File: src/rtl/mem_port_arbiter_if.sv
// Bundles the fetch, load/store and unified-memory handshakes of the memory port arbiter.
// No logic or latency; pure signal grouping.
// slave is the arbiter's view, master is the surrounding pipeline/memory view.
interface mem_port_arbiter_if #(
   parameter int ADDR_W = 32,
   parameter int DATA_W = 32
);
   localparam int BE_W = DATA_W / 8;

   // instruction fetch side
   logic              i_if_req;
   logic [ADDR_W-1:0] i_if_addr;
   logic              o_if_gnt;
   logic              o_if_rvalid;
   logic [DATA_W-1:0] o_if_rdata;

   // load/store side
   logic              i_ls_req;
   logic              i_ls_we;
   logic [BE_W-1:0]   i_ls_be;
   logic [ADDR_W-1:0] i_ls_addr;
   logic [DATA_W-1:0] i_ls_wdata;
   logic              o_ls_gnt;
   logic              o_ls_done;
   logic [DATA_W-1:0] o_ls_rdata;

   // unified memory side
   logic              o_mem_req;
   logic              o_mem_we;
   logic [BE_W-1:0]   o_mem_be;
   logic [ADDR_W-1:0] o_mem_addr;
   logic [DATA_W-1:0] o_mem_wdata;
   logic              i_mem_ready;
   logic              i_mem_rvalid;
   logic [DATA_W-1:0] i_mem_rdata;

   // hazard unit and error reporting
   logic              o_stall_f;
   logic              o_stall_m;
   logic              o_err;

   modport slave (
      input  i_if_req, i_if_addr,
      output o_if_gnt, o_if_rvalid, o_if_rdata,
      input  i_ls_req, i_ls_we, i_ls_be, i_ls_addr, i_ls_wdata,
      output o_ls_gnt, o_ls_done, o_ls_rdata,
      output o_mem_req, o_mem_we, o_mem_be, o_mem_addr, o_mem_wdata,
      input  i_mem_ready, i_mem_rvalid, i_mem_rdata,
      output o_stall_f, o_stall_m, o_err
   );

   modport master (
      output i_if_req, i_if_addr,
      input  o_if_gnt, o_if_rvalid, o_if_rdata,
      output i_ls_req, i_ls_we, i_ls_be, i_ls_addr, i_ls_wdata,
      input  o_ls_gnt, o_ls_done, o_ls_rdata,
      input  o_mem_req, o_mem_we, o_mem_be, o_mem_addr, o_mem_wdata,
      output i_mem_ready, i_mem_rvalid, i_mem_rdata,
      input  o_stall_f, o_stall_m, o_err
   );
endinterface

File: src/rtl/mem_port_arbiter.sv
// Shares one single-port variable-latency memory between fetch and load/store, LS first with IF anti-starvation.
// Latency: request cycle 0 -> o_mem_req cycle 1 -> read data earliest cycle 2; one transaction outstanding.
// Backpressure: memory request held stable until i_mem_ready; requesters stall until done. Macro ARB_TIMEOUT_EN adds a response watchdog.
module mem_port_arbiter #(
   parameter int ADDR_W      = 32,
   parameter int DATA_W      = 32,
   parameter int STARVE_MAX  = 4,
   parameter int TIMEOUT_CYC = 255
) (
   input  logic              i_clk,
   input  logic              i_rst,
   mem_port_arbiter_if.slave bus
);
   localparam int BE_W = DATA_W / 8;
   localparam logic [3:0] STARVE_LIM = 4'(STARVE_MAX);

   typedef enum logic [1:0] {IDLE, REQ, WAIT_RD} state_t;
   typedef enum logic [1:0] {OWN_NONE, OWN_IF, OWN_LS} owner_t;

   state_t            state, state_nxt;
   owner_t            owner, owner_nxt;
   logic [3:0]        starve_cnt, starve_nxt;
   logic              mem_we, mem_we_nxt;
   logic [BE_W-1:0]   mem_be, mem_be_nxt;
   logic [ADDR_W-1:0] mem_addr, mem_addr_nxt;
   logic [DATA_W-1:0] mem_wdata, mem_wdata_nxt;

   logic              mem_req;
   logic              if_gnt, if_rvalid;
   logic [DATA_W-1:0] if_rdata;
   logic              ls_gnt, ls_done;
   logic [DATA_W-1:0] ls_rdata;
   logic              err;
   logic              tmo_hit;
   logic              pick_if, pick_ls;

`ifdef ARB_TIMEOUT_EN
   localparam int TW = $clog2(TIMEOUT_CYC + 1);
   localparam logic [TW-1:0] TMO_LAST = TW'(TIMEOUT_CYC - 1);
   logic [TW-1:0] tmo_cnt;

   // Watchdog counts cycles spent in REQ/WAIT_RD, restarting on every state change.
   always_ff @(posedge i_clk or posedge i_rst) begin
      if (i_rst) begin
         tmo_cnt <= '0;
      end else if (state_nxt != state) begin
         tmo_cnt <= '0;
      end else if (state != IDLE) begin
         tmo_cnt <= tmo_cnt + 1'b1;
      end
   end

   // Last permitted cycle of the current state has been reached.
   always_comb begin
      tmo_hit = (state != IDLE) && (tmo_cnt == TMO_LAST);
   end
`else
   // Without the watchdog the FSM waits on the memory indefinitely.
   always_comb begin
      tmo_hit = 1'b0;
   end
`endif

   // State, ownership, starvation counter and latched memory command.
   always_ff @(posedge i_clk or posedge i_rst) begin
      if (i_rst) begin
         state      <= IDLE;
         owner      <= OWN_NONE;
         starve_cnt <= '0;
         mem_we     <= 1'b0;
         mem_be     <= '0;
         mem_addr   <= '0;
         mem_wdata  <= '0;
      end else begin
         state      <= state_nxt;
         owner      <= owner_nxt;
         starve_cnt <= starve_nxt;
         mem_we     <= mem_we_nxt;
         mem_be     <= mem_be_nxt;
         mem_addr   <= mem_addr_nxt;
         mem_wdata  <= mem_wdata_nxt;
      end
   end

   // Arbitration, next-state and per-cycle handshake outputs.
   always_comb begin
      state_nxt     = state;
      owner_nxt     = owner;
      starve_nxt    = starve_cnt;
      mem_we_nxt    = mem_we;
      mem_be_nxt    = mem_be;
      mem_addr_nxt  = mem_addr;
      mem_wdata_nxt = mem_wdata;
      mem_req       = 1'b0;
      if_gnt        = 1'b0;
      if_rvalid     = 1'b0;
      if_rdata      = '0;
      ls_gnt        = 1'b0;
      ls_done       = 1'b0;
      ls_rdata      = '0;
      err           = 1'b0;
      // IF is forced ahead only when it has watched STARVE_MAX LS grants go by.
      pick_if       = bus.i_if_req && (!bus.i_ls_req || (starve_cnt == STARVE_LIM));
      pick_ls       = bus.i_ls_req && !pick_if;

      case (state)
         IDLE: begin
            if (!bus.i_if_req) begin
               starve_nxt = '0;
            end
            if (pick_if) begin
               owner_nxt     = OWN_IF;
               mem_we_nxt    = 1'b0;
               mem_be_nxt    = '1;
               mem_addr_nxt  = bus.i_if_addr;
               mem_wdata_nxt = '0;
               state_nxt     = REQ;
            end else if (pick_ls) begin
               owner_nxt     = OWN_LS;
               mem_we_nxt    = bus.i_ls_we;
               mem_be_nxt    = bus.i_ls_be;
               mem_addr_nxt  = bus.i_ls_addr;
               mem_wdata_nxt = bus.i_ls_wdata;
               state_nxt     = REQ;
            end
         end

         REQ: begin
            mem_req = 1'b1;
            if (bus.i_mem_ready) begin
               if (owner == OWN_IF) begin
                  if_gnt     = 1'b1;
                  starve_nxt = '0;
                  state_nxt  = WAIT_RD;
               end else begin
                  ls_gnt = 1'b1;
                  if (bus.i_if_req && (starve_cnt != STARVE_LIM)) begin
                     starve_nxt = starve_cnt + 4'd1;
                  end
                  if (mem_we) begin
                     // A store completes as soon as the memory takes it.
                     ls_done   = bus.i_ls_req;
                     state_nxt = IDLE;
                  end else begin
                     state_nxt = WAIT_RD;
                  end
               end
            end else if (tmo_hit) begin
               err = 1'b1;
               if (owner == OWN_IF) begin
                  if_rvalid = bus.i_if_req;
               end else begin
                  ls_done = bus.i_ls_req;
               end
               state_nxt = IDLE;
            end
         end

         WAIT_RD: begin
            if (bus.i_mem_rvalid) begin
               // Responses for a requester that has already dropped its req are discarded.
               if (owner == OWN_IF) begin
                  if_rvalid = bus.i_if_req;
                  if_rdata  = bus.i_if_req ? bus.i_mem_rdata : '0;
               end else begin
                  ls_done  = bus.i_ls_req;
                  ls_rdata = bus.i_ls_req ? bus.i_mem_rdata : '0;
               end
               state_nxt = IDLE;
            end else if (tmo_hit) begin
               err = 1'b1;
               if (owner == OWN_IF) begin
                  if_rvalid = bus.i_if_req;
               end else begin
                  ls_done = bus.i_ls_req;
               end
               state_nxt = IDLE;
            end
         end

         default: begin
            state_nxt = IDLE;
         end
      endcase
   end

   assign bus.o_mem_req   = mem_req;
   assign bus.o_mem_we    = mem_we;
   assign bus.o_mem_be    = mem_be;
   assign bus.o_mem_addr  = mem_addr;
   assign bus.o_mem_wdata = mem_wdata;
   assign bus.o_if_gnt    = if_gnt;
   assign bus.o_if_rvalid = if_rvalid;
   assign bus.o_if_rdata  = if_rdata;
   assign bus.o_ls_gnt    = ls_gnt;
   assign bus.o_ls_done   = ls_done;
   assign bus.o_ls_rdata  = ls_rdata;
   assign bus.o_err       = err;
   assign bus.o_stall_f   = bus.i_if_req & ~if_rvalid;
   assign bus.o_stall_m   = bus.i_ls_req & ~ls_done;
endmodule

File: src/flat_wrapper.sv
// flat-port wrapper written by rule: the top's interface ports become plain ports
module mem_port_arbiter_flat 
#(
   parameter int ADDR_W      = 32,
   parameter int DATA_W      = 32,
   parameter int STARVE_MAX  = 4,
   parameter int TIMEOUT_CYC = 255
)
  (i_clk, i_rst, bus_i_if_req, bus_i_if_addr, bus_o_if_gnt, bus_o_if_rvalid, bus_o_if_rdata, bus_i_ls_req, bus_i_ls_we, bus_i_ls_be, bus_i_ls_addr, bus_i_ls_wdata, bus_o_ls_gnt, bus_o_ls_done, bus_o_ls_rdata, bus_o_mem_req, bus_o_mem_we, bus_o_mem_be, bus_o_mem_addr, bus_o_mem_wdata, bus_i_mem_ready, bus_i_mem_rvalid, bus_i_mem_rdata, bus_o_stall_f, bus_o_stall_m, bus_o_err);
  mem_port_arbiter_if #(.ADDR_W(ADDR_W), .DATA_W(DATA_W)) bus_i ();
  input  logic i_clk;
  input  logic i_rst;
  input wire logic [$bits(bus_i.i_if_req)-1:0] bus_i_if_req;
  input wire logic [$bits(bus_i.i_if_addr)-1:0] bus_i_if_addr;
  output wire logic [$bits(bus_i.o_if_gnt)-1:0] bus_o_if_gnt;
  output wire logic [$bits(bus_i.o_if_rvalid)-1:0] bus_o_if_rvalid;
  output wire logic [$bits(bus_i.o_if_rdata)-1:0] bus_o_if_rdata;
  input wire logic [$bits(bus_i.i_ls_req)-1:0] bus_i_ls_req;
  input wire logic [$bits(bus_i.i_ls_we)-1:0] bus_i_ls_we;
  input wire logic [$bits(bus_i.i_ls_be)-1:0] bus_i_ls_be;
  input wire logic [$bits(bus_i.i_ls_addr)-1:0] bus_i_ls_addr;
  input wire logic [$bits(bus_i.i_ls_wdata)-1:0] bus_i_ls_wdata;
  output wire logic [$bits(bus_i.o_ls_gnt)-1:0] bus_o_ls_gnt;
  output wire logic [$bits(bus_i.o_ls_done)-1:0] bus_o_ls_done;
  output wire logic [$bits(bus_i.o_ls_rdata)-1:0] bus_o_ls_rdata;
  output wire logic [$bits(bus_i.o_mem_req)-1:0] bus_o_mem_req;
  output wire logic [$bits(bus_i.o_mem_we)-1:0] bus_o_mem_we;
  output wire logic [$bits(bus_i.o_mem_be)-1:0] bus_o_mem_be;
  output wire logic [$bits(bus_i.o_mem_addr)-1:0] bus_o_mem_addr;
  output wire logic [$bits(bus_i.o_mem_wdata)-1:0] bus_o_mem_wdata;
  input wire logic [$bits(bus_i.i_mem_ready)-1:0] bus_i_mem_ready;
  input wire logic [$bits(bus_i.i_mem_rvalid)-1:0] bus_i_mem_rvalid;
  input wire logic [$bits(bus_i.i_mem_rdata)-1:0] bus_i_mem_rdata;
  output wire logic [$bits(bus_i.o_stall_f)-1:0] bus_o_stall_f;
  output wire logic [$bits(bus_i.o_stall_m)-1:0] bus_o_stall_m;
  output wire logic [$bits(bus_i.o_err)-1:0] bus_o_err;
  assign bus_i.i_if_req = bus_i_if_req;
  assign bus_i.i_if_addr = bus_i_if_addr;
  assign bus_o_if_gnt = bus_i.o_if_gnt;
  assign bus_o_if_rvalid = bus_i.o_if_rvalid;
  assign bus_o_if_rdata = bus_i.o_if_rdata;
  assign bus_i.i_ls_req = bus_i_ls_req;
  assign bus_i.i_ls_we = bus_i_ls_we;
  assign bus_i.i_ls_be = bus_i_ls_be;
  assign bus_i.i_ls_addr = bus_i_ls_addr;
  assign bus_i.i_ls_wdata = bus_i_ls_wdata;
  assign bus_o_ls_gnt = bus_i.o_ls_gnt;
  assign bus_o_ls_done = bus_i.o_ls_done;
  assign bus_o_ls_rdata = bus_i.o_ls_rdata;
  assign bus_o_mem_req = bus_i.o_mem_req;
  assign bus_o_mem_we = bus_i.o_mem_we;
  assign bus_o_mem_be = bus_i.o_mem_be;
  assign bus_o_mem_addr = bus_i.o_mem_addr;
  assign bus_o_mem_wdata = bus_i.o_mem_wdata;
  assign bus_i.i_mem_ready = bus_i_mem_ready;
  assign bus_i.i_mem_rvalid = bus_i_mem_rvalid;
  assign bus_i.i_mem_rdata = bus_i_mem_rdata;
  assign bus_o_stall_f = bus_i.o_stall_f;
  assign bus_o_stall_m = bus_i.o_stall_m;
  assign bus_o_err = bus_i.o_err;
  mem_port_arbiter #(.ADDR_W(ADDR_W), .DATA_W(DATA_W), .STARVE_MAX(STARVE_MAX), .TIMEOUT_CYC(TIMEOUT_CYC)) u_core (.i_clk(i_clk), .i_rst(i_rst), .bus(bus_i));
endmodule
File: config.mk
export PLATFORM = sky130hd
export DESIGN_NAME = mem_port_arbiter_flat
export DESIGN_NICKNAME = d
export VERILOG_FILES = /design/src/rtl/mem_port_arbiter_if.sv /design/src/rtl/mem_port_arbiter.sv /design/src/flat_wrapper.sv
export SDC_FILE = /design/constraint.sdc
export NUM_CORES = 1
export LEC_CHECK = 0
export CAP_MARGIN = 20
export CORE_MARGIN = 4
export CORE_UTILIZATION = 35
export DETAILED_ROUTE_END_ITERATION = 7
export PLACE_DENSITY_LB_ADDON = 0.05
export SETUP_SLACK_MARGIN = 0.3
export SLEW_MARGIN = 20
export SYNTH_ARGS = -nofsm -noshare
export SYNTH_HDL_FRONTEND = slang
export SYNTH_SLANG_ARGS = --single-unit
File: constraint.sdc
create_clock -name i_clk -period 3.15 [get_ports i_clk]
set_clock_uncertainty 0.1 [all_clocks]
set_input_delay 0.7875 -clock i_clk [delete_from_list [all_inputs] [get_ports i_clk]]
set_output_delay 0.7875 -clock i_clk [all_outputs]
set_load 0.02 [all_outputs]
After elaboration in Yosys (flattened, before gate mapping)
Cells that the tools add are included.
W data, S select, Z words.
{"block": "totals", "input_bits": 139, "output_inout_bits": 141, "word_cells": 80, "ff_bits": 77}
{"block": "op_classes", "addsub": 1, "bitwise_logic": 4, "eq_ne": 10, "n_mux": 46, "n_reduce_logical": 12}
{"operator": "$mux W32", "count": 12}
{"operator": "$mux W4", "count": 6}
{"operator": "$mux W1", "count": 17}
{"operator": "$mux W2", "count": 8}
{"operator": "$pmux W4 S2", "count": 1}
{"operator": "$ne A2 B2 Y1 const B", "count": 3}
{"operator": "$ne A3 B1 Y1 const B", "count": 2}
{"operator": "$pmux W2 S3", "count": 1}
{"operator": "$add A4 B1 Y4 const B", "count": 1}
{"operator": "$eq A2 B1 Y1 const B", "count": 2}
{"operator": "$eq A4 B3 Y1 const B", "count": 1}
{"operator": "$ne A4 B3 Y1 const B", "count": 1}
{"operator": "$reduce_and A4 Y1", "count": 1}
{"operator": "$reduce_bool A2 Y1", "count": 2}
{"operator": "$logic_and A1 B1 Y1", "count": 3}
{"operator": "$reduce_and A3 Y1", "count": 1}
{"operator": "$and A1 B1 Y1", "count": 2}
{"operator": "$eq A2 B2 Y1 const B", "count": 1}
{"operator": "$logic_not A1 Y1", "count": 2}
{"operator": "$logic_not A2 Y1", "count": 1}
{"operator": "$not A1 Y1", "count": 2}
{"operator": "$pmux W1 S2", "count": 1}
{"operator": "$reduce_and A2 Y1", "count": 1}
{"operator": "$logic_or A1 B1 Y1", "count": 1}

Depth between registers and ports, before layout
{"block": "depth", "depth_word": 8, "depth_mapped": 8, "mapped_depth_nobuf": 6}

Worst setup path before layout
Ideal clock, no wire load.
{"block": "synth_timing", "path_kind": "input -> output", "from": "input port bus_i_if_req", "to": "output port bus_o_if_rdata[0]", "path_slack_ps": 356, "stages": 5, "n_path_buf": 2, "arrival_ps": 1906, "t_required_ps": 2263, "cell_sequence": "clkbuf_2 > nand3_1 > nor2_1 > clkbuf_1 > and2_1"}
{"block": "synth_via", "elab_chain_cells": 4}
{"element": "start, declared", "line_no": "flat_wrapper.sv:13", "text": "input wire logic [$bits(bus_i.i_if_req)-1:0] bus_i_if_req;"}
{"element": "$mux W32", "line_no": "mem_port_arbiter.sv:164", "text": "if_rdata = bus.i_if_req ? bus.i_mem_rdata : '0;"}
{"element": "$mux W32", "line_no": "mem_port_arbiter.sv:162", "text": "if (owner == OWN_IF) begin"}
{"element": "$mux W32", "line_no": "mem_port_arbiter.sv:160", "text": "if (bus.i_mem_rvalid) begin"}
{"element": "$mux W32", "line_no": "mem_port_arbiter.sv:106", "text": "case (state)"}
{"element": "end, declared", "line_no": "flat_wrapper.sv:17", "text": "output wire logic [$bits(bus_i.o_if_rdata)-1:0] bus_o_if_rdata;"}
Every way passes these cells.

Final worst setup path
{"block": "layout_timing", "from": "input port bus_i_mem_ready", "to": "output port bus_o_ls_gnt"}
{"block": "layout_via", "elab_chain_cells": 2}
{"element": "start, declared", "line_no": "flat_wrapper.sv:31", "text": "input wire logic [$bits(bus_i.i_mem_ready)-1:0] bus_i_mem_ready;"}
{"element": "$mux W1", "line_no": "mem_port_arbiter.sv:130", "text": "if (bus.i_mem_ready) begin"}
{"element": "$mux W1", "line_no": "mem_port_arbiter.sv:106"}
{"element": "end, declared", "line_no": "flat_wrapper.sv:23", "text": "output wire logic [$bits(bus_i.o_ls_gnt)-1:0] bus_o_ls_gnt;"}
Every way passes these cells.

==> impl_metrics.tcl <==
set metrics [dict create \
    portBuffers 278 \
    die_area_um2 12900 \
    vias 4421 \
    place_inst 880 \
    ir_worst_vdd_v 0.000579 \
    grt_setup_unrepaired "false" \
    areaGrowthSynthToFinish_pct 77.6 \
    finalCriticalPeriod_ns 2.81 \
    syn_area_um2 3910 \
    status "complete, no violations" \
    regArea_um2 1930 \
    p_leak_uw 0.00333 \
    synth_edf_count 0 \
    yosysSeqAreaShare_pct 49.3 \
    clock_latency_ns 0.35 \
    power_uw 5390 \
    syn_inst 481 \
    ys_types 34 \
    clock_sinks 77 \
    hold_path_class "flip-flop to flip-flop" \
    path_max_fanout 3 \
    syn_area_per_cell_um2 8.12 \
    routed_wl_um 15000 \
    fillers 997 \
    root_buffer "clkbuf_8" \
    start_util_pct 35.9 \
    worst_ep_arrival_time_ns 1.92 \
    synthesis.nets 626 \
    cp-end-kind "primary output" \
    clk_path_buf_depth 2 \
    multi_input_area_um2 1840 \
    rows 38 \
    drtIter0Drc 332 \
    fin_crit_sh_pct 89.2 \
    grt_max_degree 78 \
    die_height_um 114 \
    fin_util_pct 63.7 \
    ys_ff_latch 77 \
    antenna_found_initial 0 \
    antenna_cells 0 \
    routabilityCongestion 0.815 \
    finalHoldViolations 0 \
    grt_pass1_wl_um 22900 \
    yosysWarnings 0 \
    grt.total_usage_pct 22.3 \
    cts_buffers 9 \
    cap_violations 0 \
    drtPass1Iterations 5 \
    fin_area_um2 6940 \
    dp_hpwl_um 11000 \
    antenna_left 0 \
    grt_pass1_vias 4363 \
    drive_above_1_share_pct 16.3 \
    wl_per_cell_um 16.6 \
    cts_tree "yes" \
    cts.hold.buffers_added 0 \
    drc 0 \
    nNetsFinal 903 \
    boundaryPins 280 \
    crit_type "input pin to primary output" \
    cp.required_ns 2.26 \
    setup_viol 0 \
    fin_cells 903 \
    cts_htree_levels 3 \
    ys.flop_type "dfrtp_1" \
    startpoint_type "input pin" \
    clk_pin_slew_worst_paths_ns 0.08 \
    fp.dieW_um 114 \
    fmax_mhz 356 \
    synthArstFlopShare_pct 100 \
    grt-ovfl-total 0 \
    core_area_um2 10900 \
    drt-vias-per-instance 4.90 \
    finalMaxSlewViolations 0 \
    power.density_nw_per_um2 777 \
    placed_area_um2 6950 \
    r2r_setup_slack_ns 1.05 \
]
-- repair_timing --
action,in CTS,in global routing
resized for setup,207,63
cloned,2,0
pin swaps,1,0
buffers inserted,5,0
endpoints found under the setup margin,68,61
-- layout make-up --
cell class	count	share of cell area, %
inverter	8	0.487
sequential	77	27.8
tap	140	2.52
timing repair buffer	302	40.0
clock buffer	9	1.79
multi-input combinational	360	26.6
clock inverter	7	0.812
-- state kept, by name, indices dropped and copies added, names as in the netlist --
| name | count |
|---|---|
| u_core.bus.o_mem_addr | 32 |
| u_core.bus.o_mem_be | 4 |
| u_core.bus.o_mem_wdata | 32 |
| u_core.bus.o_mem_we | 1 |
| u_core.owner | 2 |
| u_core.starve_cnt | 4 |
| u_core.state | 2 |
-- cells in the final DEF (no fill, tap or decap), drive strengths merged, types with 4 or more instances in the layout --
cell and n:
clkdlybuf4s50 205, nand2 117, dfrtp 77, buf 73, a21oi 65, and2 64
nand3 39, nor2 39, clkbuf 27, inv 10, o21ai 9, ha 6
dlygate4sd2 4, clkinv 4
-- path summary, 6_finish.rpt --
kind,startpoint,endpoint,depth (start not counted)
min,u_core.bus.o_mem_wdata[25]$_DFFE_PP0P_,u_core.bus.o_mem_wdata[25]$_DFFE_PP0P_,2
min reg2reg,u_core.bus.o_mem_wdata[25]$_DFFE_PP0P_,u_core.bus.o_mem_wdata[25]$_DFFE_PP0P_,2
max reg2reg,u_core.starve_cnt[0]$_DFFE_PP0P_,u_core.bus.o_mem_addr[15]$_DFFE_PP0P_,7
min in group asynchronous,i_rst,u_core.bus.o_mem_addr[26]$_DFFE_PP0P_,3
max in group asynchronous,i_rst,u_core.state[0]$_DFFE_PP0P_,3
max,bus_i_mem_ready,bus_o_ls_gnt,4
-- logic make-up after synthesis --
family	share of synthesized area [%]
mux	0.288
fa+ha+maj	1.92
simple gates	32.3
flops	49.3
buf+inv	4.87
compound gates	11.2
other cells	0.0960
-- worst max-delay path, cell delays in order --
cell,delay (ns)
clkdlybuf4s50_1,0.49
buf_4,0.14
and3_2,0.16
dlygate4sd2_1,0.35
-- per-layer routing --
layer	up-vias	wire [µm]	GRT usage, %
met4	0	335	7.45
met3	25	1590	9.12
met2	220	7320	37.9
met1	2060	5780	25.3
met5	-	0	0
li1	2116	-	-
-- synth_stat cells, drive strengths merged, types with 2 or more instances --
master	n	area [µm²]
nand2	117	439
dfrtp	77	1930
a21oi	65	325
and2	64	400
nand3	39	195
nor2	39	146
clkbuf	25	95.1
buf	11	65.1
o21ai	9	45.0
inv	8	30.0
ha	6	75.1
nor2b	3	26.3
a31oi	2	12.5
and3	2	13.8
or4	2	15.0
-- stage by stage --
| step | setup WS, ns | setup TNS [ns] | hold slack [ns] |
|---|---|---|---|
| after floorplan | 0.356 | 0 | 0.351 |
| after global placement | -0.300 | -15.39 | 0.348 |
| final | 0.341 | 0 | 0.369 |
| after global routing | 0.302 | 0 | 0.393 |
| after CTS | 0.288 | 0 | 0.374 |
| after detailed placement | -0.277 | -15.63 | 0.355 |
-- power by group --
group	total (µW)	switching [µW]	leakage [µW]	internal, µW
Sequential	1690	245	0.000926	1440
Combinational	3000	1630	0.00231	1370
Clock	701	404	0.0000959	297
Total	5390	2280	0.00333	3110
Note: power is estimated with default switching activity, not from simulation.
